<file path="config.mk">
export PLATFORM = sky130hd
export DESIGN_NAME = tlb_op_ctrl
export DESIGN_NICKNAME = d
export VERILOG_FILES = /design/src/rtl/tlb_op_ctrl_pkg.sv /design/src/rtl/tlb_op_ctrl.sv
export SDC_FILE = /design/constraint.sdc
export NUM_CORES = 1
export LEC_CHECK = 0
export BUFFER_PORTS_ARGS = -buffer_cell sky130_fd_sc_hd__buf_2
export CAP_MARGIN = 20
export CORE_MARGIN = 8
export CORE_UTILIZATION = 42
export CTS_CLUSTER_SIZE = 30
export DETAILED_ROUTE_END_ITERATION = 8
export PLACE_DENSITY = 0.85
export SLEW_MARGIN = 10
export SYNTH_ARGS = -nofsm -noshare
export SYNTH_HDL_FRONTEND = slang
export SYNTH_SLANG_ARGS = --single-unit
</file>
<file path="constraint.sdc">
create_clock -name clk -period 1.73 [get_ports clk]
set_clock_uncertainty 0.15 [all_clocks]
set_input_delay 0.173 -clock clk [delete_from_list [all_inputs] [get_ports clk]]
set_output_delay 0.173 -clock clk [all_outputs]
set_load 0.005 [all_outputs]
</file>
<file path="src/rtl/tlb_op_ctrl_pkg.sv">
// Shared encodings and helpers for the TLB instruction controller (TLBP/TLBR/TLBWI).
// Optional feature macro: TLB_REFETCH_EN (refetch pulse after TLBR/TLBWI).
package tlb_op_ctrl_pkg;

    localparam int unsigned TLBNUM_DEF = 16;
    localparam int unsigned EH_W       = 32;
    localparam int unsigned VPN2_W     = 19;
    localparam int unsigned ASID_W     = 8;
    localparam int unsigned OP_W       = 2;
    localparam int unsigned ST_W       = 2;

    localparam logic [OP_W-1:0] OP_NOP   = 2'b00;
    localparam logic [OP_W-1:0] OP_TLBP  = 2'b01;
    localparam logic [OP_W-1:0] OP_TLBR  = 2'b10;
    localparam logic [OP_W-1:0] OP_TLBWI = 2'b11;

    // 2'b11 is unused and recovers to IDLE
    localparam logic [ST_W-1:0] ST_IDLE = 2'b00;
    localparam logic [ST_W-1:0] ST_EXEC = 2'b01;
    localparam logic [ST_W-1:0] ST_RESP = 2'b10;

    typedef struct packed {
        logic [OP_W-1:0]   op;
        logic [VPN2_W-1:0] vpn2;
        logic [ASID_W-1:0] asid;
    } tlb_req_t;

    function automatic logic [VPN2_W-1:0] eh_vpn2(input logic [EH_W-1:0] eh);
        return eh[31:13];
    endfunction

    function automatic logic [ASID_W-1:0] eh_asid(input logic [EH_W-1:0] eh);
        return eh[7:0];
    endfunction

endpackage

</file>
<file path="src/rtl/tlb_op_ctrl.sv">
// TLB instruction sequencer between WB and the external TLB/CP0: IDLE -> EXEC -> RESP.
// Optional feature macro: TLB_REFETCH_EN (refetch pulse in RESP after unflushed TLBR/TLBWI).
module tlb_op_ctrl
    import tlb_op_ctrl_pkg::*;
#(
    parameter int unsigned TLBNUM = TLBNUM_DEF
) (
    input  logic                       clk,
    input  logic                       resetn,
    input  logic                       op_valid,
    output logic                       op_ready,
    input  logic [OP_W-1:0]            op_type,
    input  logic                       flush,
    input  logic [EH_W-1:0]            c0_entryhi,
    input  logic [31:0]                c0_index,
    output logic [VPN2_W-1:0]          s_vpn2,
    output logic [ASID_W-1:0]          s_asid,
    input  logic                       s_found,
    input  logic [$clog2(TLBNUM)-1:0]  s_index,
    output logic [$clog2(TLBNUM)-1:0]  r_index,
    output logic                       we,
    output logic [$clog2(TLBNUM)-1:0]  w_index,
    output logic                       tlbp,
    output logic                       tlbp_found,
    output logic [$clog2(TLBNUM)-1:0]  tlbp_index,
    output logic                       tlbr,
    output logic                       busy,
    output logic                       refetch
);

    localparam int unsigned IDX_W = $clog2(TLBNUM);

    logic [ST_W-1:0]  r_state;
    logic [ST_W-1:0]  w_state_nxt;
    tlb_req_t         r_req;
    logic [IDX_W-1:0] r_idx;
    logic             r_found;
    logic [IDX_W-1:0] r_sidx;
    logic             w_ready;
    logic             w_accept;
    logic             w_unused_bits;

    // Index is taken modulo TLBNUM; upper Index bits and EntryHi[12:8] are don't-care
    assign w_unused_bits = ^{c0_index[31:IDX_W], c0_entryhi[12:8]};

    assign w_ready  = resetn && (r_state == ST_IDLE) && !flush;
    assign w_accept = op_valid && w_ready;

    always_ff @(posedge clk or negedge resetn) begin
        if (!resetn) begin
            r_state <= ST_IDLE;
        end else begin
            r_state <= w_state_nxt;
        end
    end

    // Request latch: held across the whole op so search/read/write ports stay stable
    always_ff @(posedge clk or negedge resetn) begin
        if (!resetn) begin
            r_req <= '0;
            r_idx <= '0;
        end else if (w_accept) begin
            r_req.op   <= op_type;
            r_req.vpn2 <= eh_vpn2(c0_entryhi);
            r_req.asid <= eh_asid(c0_entryhi);
            r_idx      <= c0_index[IDX_W-1:0];
        end
    end

    // TLB search answers combinationally in EXEC; capture it for the RESP strobe
    always_ff @(posedge clk or negedge resetn) begin
        if (!resetn) begin
            r_found <= 1'b0;
            r_sidx  <= '0;
        end else if ((r_state == ST_EXEC) && (r_req.op == OP_TLBP)) begin
            r_found <= s_found;
            r_sidx  <= s_index;
        end
    end

    always_comb begin
        w_state_nxt = r_state;
        we          = 1'b0;
        tlbr        = 1'b0;
        tlbp        = 1'b0;
        refetch     = 1'b0;
        case (r_state)
            ST_IDLE: begin
                if (w_accept) begin
                    w_state_nxt = ST_EXEC;
                end
            end
            ST_EXEC: begin
                if (flush) begin
                    w_state_nxt = ST_IDLE;
                end else begin
                    w_state_nxt = ST_RESP;
                    we          = (r_req.op == OP_TLBWI);
                    tlbr        = (r_req.op == OP_TLBR);
                end
            end
            ST_RESP: begin
                w_state_nxt = ST_IDLE;
                if (!flush) begin
                    tlbp = (r_req.op == OP_TLBP);
`ifdef TLB_REFETCH_EN
                    refetch = (r_req.op == OP_TLBR) || (r_req.op == OP_TLBWI);
`else
                    refetch = 1'b0;
`endif
                end
            end
            default: begin
                w_state_nxt = ST_IDLE;
            end
        endcase
    end

    assign op_ready   = w_ready;
    assign busy       = (r_state != ST_IDLE);
    assign s_vpn2     = r_req.vpn2;
    assign s_asid     = r_req.asid;
    assign r_index    = r_idx;
    assign w_index    = r_idx;
    assign tlbp_found = r_found;
    assign tlbp_index = r_sidx;

endmodule

</file>
==> out/qor_table.md <==
| Stage | Quantity | Value |
|---|---|---|
| yosys | Share of Yosys cell area claimed by the top area cell type | 0.526 |
| cells and area | Leading cell type in the layout, fill and taps excluded | sky130_fd_sc_hd__buf_2 |
| cells and area | Fin nets | 301 |
| timing | Minimum clock period | 1680 ps |
| cells and area | Number of filler instances in the final layout | 334 |
| setup path | Critical Path Source Type | primary input |
| yosys | Complex-gate fraction of the synthesized area | 0 |
| yosys | Count of warnings emitted by yosys | 0 |
| cells and area | Fraction of layout cells with a size suffix above 1 | 0.612 |
| pwr | Maximum VDD drop | 0.577 mV |
| setup path | Critical path endpoint category | flip-flop |
| cells and area | Final instance count without filler cells | 279 |
| cells and area | Most frequent cells in the layout | sky130_fd_sc_hd__buf_2 (86), sky130_fd_sc_hd__dlygate4sd3_1 (40), sky130_fd_sc_hd__dfrtp_1 (39), sky130_fd_sc_hd__mux2_4 (29), sky130_fd_sc_hd__mux2_2 (9) |
| timing | Fin. Hold Viols | 0 |
| setup path | Crit-path max FO | 34 |
| yosys | Cell variety after synth | 16 |
| die | Core ar. | 4350 um2 |
| global routing | Vias in the first global route | 1483 |
| global routing | Pin count of the biggest net entering global routing | 41 |
| die | Starting utilization of the core area | 0.437 |
| yosys | Synthesized instance count | 125 |
| yosys | Average cell area after synthesis | 15.2 um2 |
| detailed routing | Antenna-violating nets left | 0 |
| timing | Tcrit/Tclk final | 0.969 |
| pwr | Total power per unit cell area | 1000 nW/um2 |
| yosys | Share of the synthesized netlist area taken by xor and xnor gates | 0 |
| placed design | IO Port Bufs | 86 |
| detailed routing | DRC violation count after routing | 0 |
| yosys | Share of cell area taken by muxes after synthesis | 0.282 |
| clock tree | CTS tree | yes |
| clock tree | Clk sink count | 40 |
| setup path | Type of the worst setup path | primary input to flip-flop |
| timing | Total negative slack | 0 ps |
| job | Max-cap violations | 0 |
| setup path | Delay of the slowest cell on the worst path | 540 ps |
| yosys | Synth Area in Simple Gates | 0.0440 |
| pwr | Pleak | 1.43 nW |
| placed design | Total half-perimeter wirelength after legalization and detailed placement | 2.96 mm |
| clock tree | Clock latency on the worst-skew pair | 270 ps |
| global routing | Number of antenna violations at the first check in global routing | 0 |
| yosys | Synth area leaders | sky130_fd_sc_hd__dfrtp_1 (53%), sky130_fd_sc_hd__mux2_4 (23%), sky130_fd_sc_hd__buf_4 (13%) |
| clock tree | Clock root cell | sky130_fd_sc_hd__clkbuf_8 |
| clock tree | Maximum buffer depth of the clock tree | 2 |
| timing | Worst hold slack | 190 ps |
| yosys | Library cell occupying the most area in the post-synthesis netlist | sky130_fd_sc_hd__dfrtp_1 |
| placed design | Weighted congestion reported at the end of routability-driven placement | 0.653 |
| clock tree | Number of buffers created by CTS | 5 |
| global routing | Total global-route track usage | 0.134 |
| detailed routing | Number of vias after detailed routing | 1274 |
| setup path | Master of the slowest instance on the critical path | sky130_fd_sc_hd__dlygate4sd3_1 |
| setup path | Crit path DAT | 1690 ps |
| cells and area | Number of antenna repair diodes | 0 |
| die | Die ar. | 6940 um2 |
| yosys | Arithmetic-cell share of the synthesized area counting full adders, half adders and majority gates | 0 |
| die | Top Ports | 121 |
| clock tree | Post-CTS clock slew at the launch and capture registers of the worst setup and hold paths | 70 ps |
| global routing | Total grt overflow | 0 |
| die | Row cnt | 24 |
| die | Die extent in y | 83.3 um |
| detailed routing | DR pass1 iterations | 3 |
| detailed routing | Mean number of vias per cell | 4.57 |
| die | Horiz. Die Dim | 83.3 um |
| timing | Unrepaired setup endpoints after global routing | no |
| hold path | Hold Crit Class | primary input to flip-flop |
| status | Run status | completed |
| detailed routing | Final Routed Wirelength | 4.53 mm |
| timing | Final setup violation count | 0 |
| global routing | Wire length of the first global-routing pass | 7.66 mm |
| yosys | Post-synthesis sequential area ratio | 0.526 |
| setup path | Critical path cell sequence | dlygate4sd3_1, buf_2, nor4b_4, nand2_2, buf_12, mux2_2 |
| yosys | Mapped Nets | 200 |
| timing | FMAX | 596 MHz |
| setup path | Required time of the critical path | 1750 ps |
| placed design | Cell Count Post-Placement | 230 |
| detailed routing | Iteration-0 DRC Markers | 28 |
| clock tree | Maximum level of the CTS H-tree | 2 |
| yosys | Cell area after synthesis | 1900 um2 |
| cells and area | Area delta synth->final | 39.6% |
| yosys | Total of flip-flops plus latches after synthesis | 40 |
| timing | Final Slew Violations | 0 |
| detailed routing | DR WL/cell | 16.2 um |
| yosys | Combinational family with the most area after synthesis | multiplexers |
-- path summary, 6_finish.rpt --
kind | startpoint | to | slack [ps] | depth (start not counted)
min in group asynchronous | resetn | s_vpn2[3] | 360 | 3
max in group asynchronous | resetn | r_state[1] | 720 | 3
hold / removal | op_valid | r_state[0] | 190 | 4
setup / recovery | resetn | s_vpn2[2] | 50 | 6
setup reg to reg | r_state[1] | s_asid[4] | 80 | 4
hold reg to reg | s_vpn2[1] | s_vpn2[1] | 360 | 1
-- cell usage after synthesis, drive strengths merged --
library cell	n
and3	1
mux2	38
nor4b	1
and4bb	1
conb	1
nand2	2
nor2	2
inv	1
and4b	1
buf	35
or2	1
dfrtp	40
nor3b	1
-- worst max-delay path: cells and delay by family --
kind / cells / cell delay [ps]
multiplexers: 1 / 370
AND/OR/NAND/NOR: 2 / 220
buffers and inverters: 3 / 930
-- layout make-up --
class	count	area [um2]	share of cell area
Clock buffer	8	90.1	0.0339
Tap cell	52	65.1	0.0245
Multi-Input combinational cell	49	629	0.237
Timing Repair Buffer	129	866	0.326
Inverter	1	3.75	0.00141
Sequential cell	40	1000	0.377
-- power breakdown --
part	internal, mW	switching (mW)
Sequential	1.16	0.127
Clock	0.325	0.277
Combinational	0.510	0.262
-- state kept, by name, indices dropped and copies added (netlist names) --
register,cells
s_vpn2,19
s_asid,8
r_index,4
tlbp_index,4
r_req,2
r_state,2
tlbp_found,1
-- logic make-up after synthesis --
group,count (synthesis)
buf+inv,36
other cells,1
flops,40
mux,38
simple gates,10
-- per-stage QoR --
stage	area, um2	utilization	setup WS (ps)	total power [mW]
6_report	2660	0.610	53.2	2.66
5_1_grt	2660	0.610	4.72	2.84
4_1_cts	2640	0.607	56.4	2.69
3_5_place_dp	2150	0.494	82.1	2.00
3_3_place_gp	2150	0.494	112	1.97
2_1_floorplan	1900	-	94.7	1.85
-- per-layer routing --
layer | vias up | GRT usage | share of wire
li1 | 593 | - | -
met1 | 602 | 0.154 | 0.41
met2 | 71 | 0.214 | 0.48
met3 | 8 | 0.0674 | 0.10
met4 | 0 | 0.0383 | 0.014
met5 | - | 0 | 0
-- repair_timing --
action / 4_1_cts / 5_1_grt
resized for setup: 0 / 2
hold buffers: 40 / 0
endpoints found under the setup margin: 0 / 30
endpoints found under the hold margin: 79 / 0
buffers inserted: 0 / 1
Power figures use the tool's default switching activity.
